### config.mk
export PLATFORM = sky130hd
export DESIGN_NAME = wm_sequencer
export DESIGN_NICKNAME = d
export VERILOG_FILES = /design/src/rtl/wm_pkg.sv /design/src/rtl/wm_watchdog.sv /design/src/rtl/wm_sequencer.sv
export SDC_FILE = /design/constraint.sdc
export NUM_CORES = 1
export LEC_CHECK = 0
export ABC_AREA = 1
export BUFFER_PORTS_ARGS = -buffer_cell sky130_fd_sc_hd__buf_4
export CAP_MARGIN = 20
export CORE_UTILIZATION = 56
export DETAILED_ROUTE_END_ITERATION = 7
export GPL_TIMING_DRIVEN = 0
export PLACE_DENSITY = 0.78
export SLEW_MARGIN = 40
export SYNTH_ARGS = -nofsm -noshare
export SYNTH_HDL_FRONTEND = slang
export SYNTH_HIERARCHICAL = 1
export SYNTH_SLANG_ARGS = --single-unit
export TNS_END_PERCENT = 100
### constraint.sdc
create_clock -name clock -period 3.3 [get_ports clock]
set_clock_uncertainty 0.1 [all_clocks]
set_input_delay 0.33 -clock clock [delete_from_list [all_inputs] [get_ports clock]]
set_output_delay 0.33 -clock clock [all_outputs]
set_load 0.005 [all_outputs]
### src/rtl/wm_pkg.sv
// Shared definitions for the washing-machine sequencer and its Timer stage:
// phase codes, parameter defaults and the per-phase actuator decode.
package wm_pkg;

   typedef enum logic [2:0] {
      IDLE   = 3'd0,
      FILL   = 3'd1,
      HEAT   = 3'd2,
      WASH   = 3'd3,
      DRAIN  = 3'd4,
      SPIN   = 3'd5,
      FINISH = 3'd6,
      FAULT  = 3'd7
   } wm_state_e;

   localparam int unsigned RINSE_CYCLES_DEFAULT = 2;
   localparam int unsigned WDOG_LIMIT_DEFAULT   = 1023;

   typedef struct packed {
      logic water_valve;
      logic heater;
      logic motor;
      logic drain_valve;
      logic door_lock;
      logic done;
      logic fault;
   } wm_act_t;

   function automatic wm_act_t act_of(input wm_state_e s);
      wm_act_t a;
      a             = '0;
      a.water_valve = (s == FILL);
      a.heater      = (s == HEAT);
      a.motor       = (s == WASH) || (s == SPIN);
      a.drain_valve = (s == DRAIN) || (s == SPIN) || (s == FAULT);
      a.door_lock   = (s == FILL) || (s == HEAT) || (s == WASH) ||
                      (s == DRAIN) || (s == SPIN);
      a.done        = (s == FINISH);
      a.fault       = (s == FAULT);
      return a;
   endfunction

endpackage

### src/rtl/wm_watchdog.sv
// Phase watchdog: counts cycles spent in the current timed phase and flags
// the LIMIT-th consecutive cycle so the sequencer can leave at its closing edge.
module wm_watchdog
   import wm_pkg::*;
#(
   parameter int unsigned LIMIT = WDOG_LIMIT_DEFAULT
) (
   input  logic clock,
   input  logic reset,
   input  logic clear,
   input  logic enable,
   output logic expired
);

   localparam int unsigned W = $clog2(LIMIT + 1);

   logic [W-1:0] count;

   always_ff @(posedge clock) begin
      if (reset || clear || !enable) count <= '0;
      else                           count <= count + W'(1);
   end

   assign expired = enable && (count == W'(LIMIT - 1));

endmodule

### src/rtl/wm_sequencer.sv
// Washing-machine program sequencer: Moore FSM over FILL/HEAT/WASH/DRAIN
// passes with cancel, door-open and watchdog fault handling.
module wm_sequencer
   import wm_pkg::*;
#(
   parameter int unsigned RINSE_CYCLES = RINSE_CYCLES_DEFAULT,
   parameter int unsigned WDOG_LIMIT   = WDOG_LIMIT_DEFAULT
) (
   input  logic       clock,
   input  logic       reset,
   input  logic       start,
   input  logic       door_closed,
   input  logic       cancel,
   input  logic       sig_Full,
   input  logic       sig_Temperature,
   input  logic       sig_Completed,
   output logic [2:0] state,
   output logic       water_valve,
   output logic       heater,
   output logic       motor,
   output logic       drain_valve,
   output logic       door_lock,
   output logic       done,
   output logic       fault
);

   localparam logic [2:0] RINSE3 = 3'(RINSE_CYCLES);
   localparam logic [3:0] RINSE4 = 4'(RINSE_CYCLES);

   wm_state_e  state_q, nxt;
   logic [2:0] pass_q;
   logic [3:0] pass_inc;
   logic       timed, cancel_hit, wd_expired;
   wm_act_t    acts;

   assign timed    = (state_q == FILL) || (state_q == HEAT) || (state_q == WASH) ||
                     (state_q == DRAIN) || (state_q == SPIN);
   assign pass_inc = {1'b0, pass_q} + 4'd1;

   wm_watchdog #(.LIMIT(WDOG_LIMIT)) u_wdog (
      .clock   (clock),
      .reset   (reset),
      .clear   (nxt != state_q),
      .enable  (timed),
      .expired (wd_expired)
   );

   always_comb begin
      nxt        = state_q;
      cancel_hit = 1'b0;
      if (timed && !door_closed) begin
         nxt = FAULT;
      end else if (wd_expired) begin
         nxt = FAULT;
      end else if (cancel && timed && state_q != DRAIN) begin
         nxt        = DRAIN;
         cancel_hit = 1'b1;
      end else begin
         case (state_q)
            IDLE:   if (start && door_closed) nxt = FILL;
            FILL:   if (sig_Full) nxt = (pass_q == 3'd0) ? HEAT : WASH;
            HEAT:   if (sig_Temperature) nxt = WASH;
            WASH:   if (sig_Completed) nxt = DRAIN;
            // A pass count already at RINSE_CYCLES only happens after cancel.
            DRAIN:  if (sig_Completed) begin
                       if (pass_q >= RINSE3)      nxt = IDLE;
                       else if (pass_inc < RINSE4) nxt = FILL;
                       else                        nxt = SPIN;
                    end
            SPIN:   if (sig_Completed) nxt = FINISH;
            FINISH: nxt = IDLE;
            FAULT:  nxt = FAULT;
         endcase
      end
   end

   always_ff @(posedge clock) begin
      if (reset) begin
         state_q <= IDLE;
         pass_q  <= '0;
         acts    <= '0;
      end else begin
         state_q <= nxt;
         acts    <= act_of(nxt);
         if (nxt == IDLE)
            pass_q <= '0;
         else if (cancel_hit)
            pass_q <= RINSE3;
         else if (state_q == DRAIN && nxt != DRAIN && nxt != FAULT)
            pass_q <= pass_inc[2:0];
      end
   end

   assign state       = state_q;
   assign water_valve = acts.water_valve;
   assign heater      = acts.heater;
   assign motor       = acts.motor;
   assign drain_valve = acts.drain_valve;
   assign door_lock   = acts.door_lock;
   assign done        = acts.done;
   assign fault       = acts.fault;

endmodule

==> results.md, run 1 <==
- DRC violations left: 0
- Largest net degree at the start of global routing: 14
- Top-Level Pins: 18
- Setup crit end kind: register
- Pre-CTS setup slack: roughly 420 ps
- Rel. slew slack: 54.7%
- Setup ws final: 293 ps
- Sequential element share of the synthesized area: 35.1%
- Buffers on Ports: 17
- WS Path Type: register to register
- CP max stage cell: nor4_1
- Synth Instances: 188
- Cell family with most CP delay: simple AND/OR/NAND/NOR gates
- P_leak: 0.662 nW
- HPWL after DPL: 2110 µm
- Syn-to-layout area delta: 14.5%
- Synth Area in XOR/XNOR: 1.34%
- Worst path max stage delay: 530 ps
- Max-cap violation count: 0
- Die area: 2540 µm²
- Synth Area in Adders: 3.82%
- Routed WL: about 2700 µm
- Fillcell total: 210
- Vias in the first global route: 1210
- Post-synthesis mux area share: 0%
- Reg area: about 460 µm²
- Clock Latency Late Sink: 320 ps
- Max clock buf depth: 2
- Post-synthesis compound-gate area fraction: 9.26%
- Final Setup Violations: 0
- Crit Path Max Fanout: 10
- CTS tree: built
- Outcome: completed
- Worst-Margin Slew: a little under 700 ps
- Critical Path AT: 3170 ps
- Peak supply drop: 680 µV
- Overall Global Routing Usage: a little under a quarter
- Die Span Y: just over 50 µm
- Row cnt: 17
- Critical path required time: 3460 ps
- Worst hold-check path type: primary input to register
- Power Dens Cells: 933 nW/µm²
- Antenna cells: 0
- WP buf/inv: 3
- Detailed Route Iter0 Violations: 31
- Area of the core: 2210 µm²
- Distinct cells, synth: 28
- Period utilisation layout: 91.1%
- Syn. warnings: 6
- CTS root buf: clkbuf_4
- WL per Instance: 11.6 µm
- Initial core utilization: 59.2%
- TritonCTS Sinks: 23
- Multi-input gate area: 746 µm²
- Post-Syn Area: 1310 µm²
- Vias per inst: 5.26
- H-Tree Depth: 1
- FF+latch count, synth: 23
- Count of pins over their slew limit: 0
- Final hold violations: 0
- CTS Buf Count: 3
- Fraction of final layout cells sized beyond drive strength 1: 23.9%
- Fmax: between 0.3 and 0.4 GHz
- Combinational family with the most area after synthesis: simple AND/OR/NAND/NOR gates
- Nets: 222
- Post-CTS setup buffers: 0
- Syn Nets: 200
- Antenna viol nets, final: 0
- Final TNS setup: 0 ps
- Startpoint class of the critical path: register
- Vias: 1247
- GP Congestion: 0.880
- Simple-Gate Fraction of Synth Area: 42.5%
- Post-CTS sizing: 0
- Chip width: 50.4 µm
- Syn_area_per_cell: 6.97 µm²
- Post-Route Utilization: between 60% and 70%
- Clock-pin slew on the worst setup and hold paths: 130 ps
- Initial antenna violation count: 0
- Minimum clock period: 3010 ps
- Congestion Overflow GR: 0
- RSZ-0062 raised after global routing: no
- Drt first pass iters: 4
- First-pass GRT wire length: 4620 µm
- Hold Buf Count CTS: 0
- Cells along the critical path: buf_2 -> inv_2 -> nand2_2 -> nand2_2 -> nand2_4 -> nand4_1 -> nor4_1 -> a21oi_4 -> nand3_4 -> xor2_1 -> nand4_1 -> nor2_1 -> nand2_1 -> inv_1 -> o21ai_0 -> a21oi_1
## cells in the mapped netlist (all sizes together)
library cell	count	area share (%)
nand2	54	17
nor2	28	9.6
inv	24	6.9
dfxtp	23	35
nand3	22	11
a21oi	15	7.7
ha	4	3.8
nand4	3	1.4
nor3	3	1.1
buf	2	0.76
nor4	2	1.4
xor2	2	1.3
a21boi	1	0.57
clkbuf	1	0.29
nand3b	1	0.57
o21a	1	0.57
o21ai	1	0.38
or2	1	0.48
## per-stage QoR
stage | cell area (µm²) | std cells | total power, W | hold WS, ps
finish | 1500 | 237 | 0.00140 | 253
global route | 1500 | 237 | 0.00153 | 264
CTS | 1500 | 237 | 0.00140 | 250
detailed placement | 1470 | 233 | 0.00125 | 348
global placement | 1470 | 233 | 0.00122 | 345
floorplan | 1310 | 188 | 0.00104 | 330
## metal layers
metal	global-route usage, %	up-vias	wire (µm)	part of all wire, %
met3	5.15	7	61	2.2
met4	11.1	0	47	1.7
met1	24.0	582	1150	42
li1	-	644	-	-
met5	0	-	0	0
met2	46.0	14	1480	54
## cells by family (layout without fill, tap and decap cells)
kind of cell    after synthesis  after routing
xor+xnor                      2              2
flops                        23             23
fa+ha+maj                     4              4
simple gates                114            114
buf+inv                      27             48
compound gates               18             18
## report_power, final
group | total [W] | internal (W) | leakage (nW) | switching (W)
clock network | 0.000132 | 0.0000454 | 0.0177 | 0.0000865
registers | 0.000379 | 0.000340 | 0.187 | 0.0000389
logic | 0.000889 | 0.000307 | 0.457 | 0.000582
## final cells by class
cell class,count,share of cell area (%)
Clock buffer,3,1.50
Buffer,3,0.917
Multi-Input combinational cell,138,49.7
Clock inverter,1,0.334
Timing Repair Buffer,17,8.51
Inverter,24,6.00
Tap cell,28,2.34
Sequential cell,23,30.7
## worst paths after layout
kind,startpoint,to,slack (ps),cells past startpoint
max,state[1]$_SDFF_PP0_,u_wdog/count[4]$_SDFF_PP0_,290,16
min,reset,u_wdog/count[1]$_SDFF_PP0_,250,4
max reg2reg,state[1]$_SDFF_PP0_,u_wdog/count[4]$_SDFF_PP0_,290,16
min reg2reg,u_wdog/count[0]$_SDFF_PP0_,u_wdog/count[0]$_SDFF_PP0_,370,1
## worst min-delay path: stages
cell and delay, ps:
buf_4 80, nor2_1 30, nand2_1 130, nor2_1 60
## state kept, by name (all words and copies together), names as in the netlist
name / count
heater: 1
done: 1
state: 3
pass_q: 3
fault: 1
motor: 1
u_wdog/count: 10
water_valve: 1
door_lock: 1
drain_valve: 1
## cells in the final DEF (no fill, tap or decap), types with 2 or more instances in the layout
master,n
nor2_1,24
xor2_1,2
nand2_2,5
inv_2,6
nand3_1,17
buf_2,2
nor3_1,3
inv_1,18
a21oi_2,4
a21oi_1,10
nor2_2,2
nand2_1,48
dfxtp_1,23
clkbuf_4,3
buf_4,17
nand3_2,4
ha_1,4
nand4_1,3
nor2_4,2
Note: power is estimated with default switching activity, not from simulation.
==> run 2, diff against run 1 <==
--- a/config.mk
+++ b/config.mk
@@ -7,11 +7,12 @@
 export LEC_CHECK = 0
 export ABC_AREA = 1
 export BUFFER_PORTS_ARGS = -buffer_cell sky130_fd_sc_hd__buf_4
-export CAP_MARGIN = 20
+export CORE_MARGIN = 1
 export CORE_UTILIZATION = 56
 export DETAILED_ROUTE_END_ITERATION = 7
 export GPL_TIMING_DRIVEN = 0
 export PLACE_DENSITY = 0.78
+export RECOVER_POWER = 25
 export SLEW_MARGIN = 40
 export SYNTH_ARGS = -nofsm -noshare
 export SYNTH_HDL_FRONTEND = slang
==> run 2 against run 1 <==
Register-to-register slack about the same; clock-buffer cell count did not move; total power shrank 0.35%; cell count unchanged; first-iteration DRC count fell by 3.2%; die area did not move; critical path depth stayed put; core utilization is the same; non-clock buffer count unchanged; worst setup slack got worse by 2.5 ps; final area unchanged; critical path type unchanged; critical endpoint unchanged.
==> results.md, run 2 (same netlist as run 1, synthesis figures left out) <==
- Initial antenna violation count: 0 (unchanged)
- Multi-input gate area: 746 µm² (unchanged)
- Buffers on Ports: 17 (unchanged)
- Most frequent cells in the layout: 48 x nand2_1, 24 x nor2_1, 23 x dfxtp_1, 18 x inv_1, 17 x nand3_1 (was 48 x nand2_1, 24 x nor2_1, 23 x dfxtp_1, 18 x inv_1)
- Post-CTS setup buffers: 0 (unchanged)
- Worst-Margin Slew: 674 ps (about the same)
- Drt first pass iters: 4 (unchanged)
- Cell family with most CP delay: simple AND/OR/NAND/NOR gates (unchanged)
- Final Total Pwr: 0.00139 W (was 0.00140 W)
- Startpoint class of the critical path: register (unchanged)
- Minimum clock period: 3010 ps (about the same)
- Period utilisation layout: 91.2% (was 91.1%)
- Reg area: 460 µm² (unchanged)
- Top-Level Pins: 18 (unchanged)
- Routed WL: 2730 µm (was 2740 µm)
- Fraction of final layout cells sized beyond drive strength 1: 23.9% (unchanged)
- Final TNS setup: 0 ps (unchanged)
- Row cnt: 17 (unchanged)
- Initial core utilization: 59.2% (unchanged)
- Setup crit end kind: register (unchanged)
- Overall Global Routing Usage: 23.9% (unchanged)
- Syn-to-layout area delta: 14.5% (unchanged)
- Cells along the critical path: buf_2 -> inv_2 -> nand2_2 -> nand2_2 -> nand2_4 -> nand4_1 -> nor4_1 -> a21oi_4 -> nand3_4 -> xor2_1 -> nand4_1 -> nor2_1 -> nand2_1 -> inv_1 -> o21ai_0 -> a21oi_1 (unchanged)
- Area of the core: 2210 µm² (unchanged)
- Pre-CTS setup slack: 418 ps (unchanged)
- Critical path required time: 3460 ps (about the same)
- Peak supply drop: 677 µV (was 680 µV)
- Max reg flops: 10 (unchanged)
- Clock-pin slew on the worst setup and hold paths: 130 ps (about the same)
- Fillcell total: 210 (unchanged)
- CTS root buf: clkbuf_4 (unchanged)
- Most common cell after layout, fill and taps aside: nand2_1 (unchanged)
- Vias in the first global route: 1210 (unchanged)
- Congestion Overflow GR: 0 (unchanged)
- H-Tree Depth: 1 (unchanged)
- Power Dens Cells: 930 nW/µm² (was 933 nW/µm²)
- Setup ws final: 291 ps (was 293 ps)
- WL per Instance: 11.5 µm (was 11.6 µm)
- Nets: 222 (unchanged)
- Critical Path AT: 3170 ps (about the same)
- WS Path Type: register to register (unchanged)
- GP Congestion: 0.880 (unchanged)
- Final Setup Violations: 0 (unchanged)
- Fmax: 0.332 GHz (was 0.333 GHz)
- Clock Latency Late Sink: 320 ps (about the same)
- Crit Path Max Fanout: 10 (unchanged)
- CP max stage cell: nor4_1 (unchanged)
- First-pass GRT wire length: 4620 µm (unchanged)
- TritonCTS Sinks: 23 (unchanged)
- Chip width: 50.4 µm (unchanged)
- CTS tree: built (unchanged)
- Max-cap violation count: 0 (unchanged)
- Outcome: completed (unchanged)
- Hold Buf Count CTS: 0 (unchanged)
- Final hold violations: 0 (unchanged)
- Die Span Y: 50.4 µm (unchanged)
- Worst hold-check path type: primary input to register (unchanged)
- P_leak: 0.658 nW (was 0.662 nW)
- Worst path max stage delay: 530 ps (about the same)
- Antenna viol nets, final: 0 (unchanged)
- Detailed Route Iter0 Violations: 30 (was 31)
- Rel. slew slack: 54.7% (unchanged)
- DRC violations left: 0 (unchanged)
- Largest net degree at the start of global routing: 14 (unchanged)
- Max clock buf depth: 2 (unchanged)
- HPWL after DPL: 2110 µm (unchanged)
- CTS Buf Count: 3 (unchanged)
- Die area: 2540 µm² (unchanged)
- Count of pins over their slew limit: 0 (unchanged)
- Post-CTS sizing: 0 (unchanged)
- Top reg by flops: u_wdog/count (unchanged)
- Vias per inst: 5.28 (was 5.26)
- Vias: 1252 (was 1247)
- WP buf/inv: 3 (unchanged)
- RSZ-0062 raised after global routing: no (unchanged)
- Antenna cells: 0 (unchanged)
## run 2: layout make-up
type / count / share of cell area, %
multi-input cells: 138 / 49.7
flip-flops and latches: 23 / 30.7
repair buffers: 17 / 8.51
inverters: 24 / 6.00
well taps: 28 / 2.34
clock buffers: 3 / 1.50
plain buffers: 3 / 0.917
clock inverters: 1 / 0.334
## run 2: worst register-to-register path, cell delays in order, from the launching register on
cell	delay, ps
dfxtp_1	350
buf_2	220
inv_2	100
nand2_2	90
nand2_2	70
nand2_4	110
nand4_1	110
nor4_1	530
a21oi_4	130
nand3_4	160
xor2_1	190
nand4_1	120
nor2_1	120
nand2_1	120
inv_1	190
o21ai_0	120
a21oi_1	130
## run 2: power breakdown
group          internal (W)  switching (W)
Sequential         0.000340      0.0000379
Combinational      0.000304       0.000581
Clock             0.0000454      0.0000863
Total              0.000690       0.000705
## run 2: per-stage QoR
| step | hold slack (ps) | instance area [µm²] | utilization (%) | std cells |
|---|---|---|---|---|
| 3_5_place_dp | 348 | 1470 | 66.6 | 233 |
| 2_1_floorplan | 330 | 1310 | - | 188 |
| 5_1_grt | 264 | 1500 | 67.8 | 237 |
| 6_report | 253 | 1500 | 67.8 | 237 |
| 4_1_cts | 250 | 1500 | 67.8 | 237 |
| 3_3_place_gp | 345 | 1470 | 66.6 | 233 |
## run 2: routing by layer
layer | GRT usage, % | share of wire (%) | wire, µm
met2 | 46.0 | 54 | 1470
met5 | 0 | 0 | 0
met1 | 24.0 | 42 | 1150
met3 | 5.15 | 2.2 | 61
met4 | 11.1 | 1.7 | 47
## run 2: path summary, 6_finish.rpt
path	from	end	slack [ps]	depth (start not counted)
max	state[1]$_SDFF_PP0_	u_wdog/count[4]$_SDFF_PP0_	290	16
min	reset	u_wdog/count[0]$_SDFF_PP0_	250	4
max reg2reg	state[1]$_SDFF_PP0_	u_wdog/count[4]$_SDFF_PP0_	290	16
min reg2reg	u_wdog/count[0]$_SDFF_PP0_	u_wdog/count[0]$_SDFF_PP0_	370	1
==> run 3, diff against run 2 <==
--- a/config.mk
+++ b/config.mk
@@ -5,13 +5,12 @@
 export SDC_FILE = /design/constraint.sdc
 export NUM_CORES = 1
 export LEC_CHECK = 0
-export ABC_AREA = 1
 export BUFFER_PORTS_ARGS = -buffer_cell sky130_fd_sc_hd__buf_4
 export CORE_MARGIN = 1
-export CORE_UTILIZATION = 56
+export CORE_UTILIZATION = 55
 export DETAILED_ROUTE_END_ITERATION = 7
 export GPL_TIMING_DRIVEN = 0
-export PLACE_DENSITY = 0.78
+export PLACE_DENSITY = 0.77
 export RECOVER_POWER = 25
 export SLEW_MARGIN = 40
 export SYNTH_ARGS = -nofsm -noshare
==> run 3 against run 2 <==
Sequential power is 2% lower; combinational power is 28% lower; sequential share of layout area is 1.9 points higher; largest power group unchanged; highest routed layer unchanged.
==> results.md, run 3 <==
- Sw power: 0.000500 W (was 0.000705 W)
- First-pass GRT wire length: 4350 µm (was 4620 µm)
- Logic pwr share: 55.9% (was 63.5%)
- Distinct cells, synth: 43 (was 28)
- Overall Global Routing Usage: 23.4% (was 23.9%)
- Met3 Routed Length: 106 µm (was 61 µm)
- Congestion Overflow GR: 0 (unchanged)
- Period utilisation layout: 83.2% (was 91.2%)
- Drt first pass iters: 4 (unchanged)
- Final TNS setup: 0 ps (unchanged)
- Clock-pin slew on the worst setup and hold paths: 130 ps (about the same)
- H-Tree Depth: 1 (unchanged)
- Syn_area_per_cell: 8.68 µm² (was 6.97 µm²)
- Minimum clock period: 2740 ps (was 3010 ps)
- Flop pwr share: 32.7% (was 27.1%)
- Syn Nets: 153 (was 200)
- CTS tree: built (unchanged)
- Post-DP Area: 1390 µm² (was 1470 µm²)
- Hold_ws: 126 ps (was 253 ps)
- Max-cap violation count: 0 (unchanged)
- Most frequent cells in the layout: 23 x dfxtp_1, 16 x nor2_1, 11 x buf_4, 11 x clkbuf_4 (was 48 x nand2_1, 24 x nor2_1, 23 x dfxtp_1, 18 x inv_1, 17 x nand3_1)
- Most common library cells after synthesis: 23 x dfxtp_1, 16 x nor2_1, 10 x a21oi_1, 10 x inv_1, 8 x nand2_1 (was 48 x nand2_1, 24 x nor2_1, 23 x dfxtp_1)
- Final hold violations: 0 (unchanged)
- Vias per inst: 5.85 (was 5.28)
- Area of the core: 2020 µm² (was 2210 µm²)
- Chip width: 49.2 µm (was 50.4 µm)
- Int Power: 0.000640 W (was 0.000690 W)
- Post-synth EDFFs: 0 (unchanged)
- Top cell type's share of synthesized area: 37.6% (was 35.1%)
- Largest net degree at the start of global routing: 14 (unchanged)
- Post-Route M1 WL: 1140 µm (was 1150 µm)
- Final cell count without fillers: 189 (was 237)
- Clock Latency Late Sink: 310 ps (was 320 ps)
- Die Span Y: 49.2 µm (was 50.4 µm)
- Setup crit end kind: register (unchanged)
- Final Setup Violations: 0 (unchanged)
- CTS root buf: clkbuf_4 (unchanged)
- Post-CTS setup buffers: 0 (unchanged)
- Antenna viol nets, final: 0 (unchanged)
- Top routing layer in use: met4 (unchanged)
- HPWL after DPL: 1940 µm (was 2110 µm)
- TritonCTS Sinks: 23 (unchanged)
- CTS Buf Count: 3 (unchanged)
- Routed WL: 2630 µm (was 2730 µm)
- Post-Route Utilization: 69.9% (was 67.8%)
- Placed insts: 185 (was 233)
- Sequential element share of the synthesized area: 37.6% (was 35.1%)
- Syn. warnings: 6 (unchanged)
- Buffers on Ports: 17 (unchanged)
- WL per Instance: 13.9 µm (was 11.5 µm)
- Final Cell Area: 1410 µm² (was 1500 µm²)
- Vias: 1106 (was 1252)
- Critical Path AT: 2890 ps (was 3170 ps)
- Most common cell in the synthesized netlist: dfxtp_1 (was nand2_1)
- Detailed Route Iter0 Violations: 30 (unchanged)
- Post-Syn Area: 1220 µm² (was 1310 µm²)
- Clock power frac: 11.4% (was 9.4%)
- Antenna cells: 0 (unchanged)
- Post-CTS sizing: 0 (unchanged)
- WS Path Type: register to register (unchanged)
- Switch share: 43.9% (was 50.6%)
- P_leak: 0.546 nW (was 0.658 nW)
- Peak supply drop: 514 µV (was 677 µV)
- Hold Buf Count CTS: 0 (unchanged)
- Count of pins over their slew limit: 0 (unchanged)
- Synth Instances: 141 (was 188)
- Max reg flops: 10 (unchanged)
- Worst-Margin Slew: 570 ps (was 674 ps)
- Initial core utilization: 60.5% (was 59.2%)
- Crit Path Max Fanout: 10 (unchanged)
- Critical path required time: 3440 ps (was 3460 ps)
- Die area: 2420 µm² (was 2540 µm²)
- RSZ-0062 raised after global routing: no (unchanged)
- FF+latch count, synth: 23 (unchanged)
- DRC violations left: 0 (unchanged)
- Row cnt: 16 (was 17)
- Fmax: 0.364 GHz (was 0.332 GHz)
- Fraction of registers with async set/reset: 0% (unchanged)
- Most common cell after layout, fill and taps aside: dfxtp_1 (was nand2_1)
- Synth area leader: dfxtp_1 (unchanged)
- Nets: 175 (was 222)
- Top-Level Pins: 18 (unchanged)
- Met2 wire len: 1330 µm (was 1470 µm)
- Dominant synthesized flop cell: dfxtp_1 (unchanged)
- Syn-to-layout area delta: 15.4% (was 14.5%)
- Top reg by flops: u_wdog/count (unchanged)
- GP Congestion: 0.778 (was 0.880)
- Initial antenna violation count: 0 (unchanged)
- Fraction of final layout cells sized beyond drive strength 1: 20.4% (was 23.9%)
- Worst hold-check path type: primary input to register (unchanged)
- Synth area leaders: dfxtp_1 38%, nor2_1 4.9%, a21oi_1 4.1%, ha_1 4.1%, inv_1 3.1% (was dfxtp_1 35%, nand2_1 14%, nor2_1 6.9%, nand3_1 6.5%, inv_1 5.2%)
- Rel. slew slack: 61.8% (was 54.7%)
- Max clock buf depth: 2 (unchanged)
- Startpoint class of the critical path: register (unchanged)
- Vias in the first global route: 1043 (was 1210)
- Outcome: completed (unchanged)
- Power Dens Cells: 807 nW/µm² (was 930 nW/µm²)
==> run 3: logic make-up after synthesis <==
logic type | synth area share, %
compound gates | 21.5
mux | 0.818
flops | 37.6
simple gates | 24.7
buf+inv | 5.32
fa+ha+maj | 5.01
xor+xnor | 5.01
==> run 3: final timing paths <==
check	startpoint	end	slack, ps	cells past startpoint
max	state[0]$_SDFF_PP0_	u_wdog/count[5]$_SDFF_PP0_	560	9
min	reset	state[1]$_SDFF_PP0_	130	2
max reg2reg	state[0]$_SDFF_PP0_	u_wdog/count[5]$_SDFF_PP0_	560	9
min reg2reg	u_wdog/count[0]$_SDFF_PP0_	u_wdog/count[0]$_SDFF_PP0_	400	1
==> run 3: layer usage <==
metal / vias up / track usage [%]
met5: - / 0
met4: 0 / 11.3
met3: 8 / 4.67
met2: 26 / 40.6
met1: 518 / 27.1
li1: 554 / -
==> run 3: power groups by stage <==
| stage | Combinational (W) | Sequential, W | Clock, W |
|---|---|---|---|
| after floorplan | 0.000461 | 0.000377 | 0 |
| after global placement | 0.000609 | 0.000377 | 0 |
| after detailed placement | 0.000633 | 0.000379 | 0 |
| after CTS | 0.000635 | 0.000373 | 0.000134 |
| after global routing | 0.000703 | 0.000381 | 0.000142 |
| final | 0.000637 | 0.000372 | 0.000130 |
==> run 3: area by class of cell <==
class,instances,area (µm²)
fillers,181,609
well taps,27,33.8
clock buffers,3,22.5
flip-flops and latches,23,460
plain buffers,4,23.8
repair buffers,17,128
inverters,11,41.3
multi-input cells,103,698
clock inverters,1,5.00
==> run 3: stage by stage <==
step / worst slack, ps / total power, W
after floorplan: 951 / 0.000838
final: 555 / 0.00114
after detailed placement: 575 / 0.00101
after CTS: 538 / 0.00114
after global placement: 674 / 0.000987
after global routing: 253 / 0.00123
==> run 3: worst max-delay path: stages (launching register included) <==
cell,delay (ps)
dfxtp_1,420
buf_1,410
nor4_1,110
a211o_1,410
nor2_1,400
xnor2_1,170
nand3_1,90
nor2_1,120
nand2_1,230
a21oi_1,200
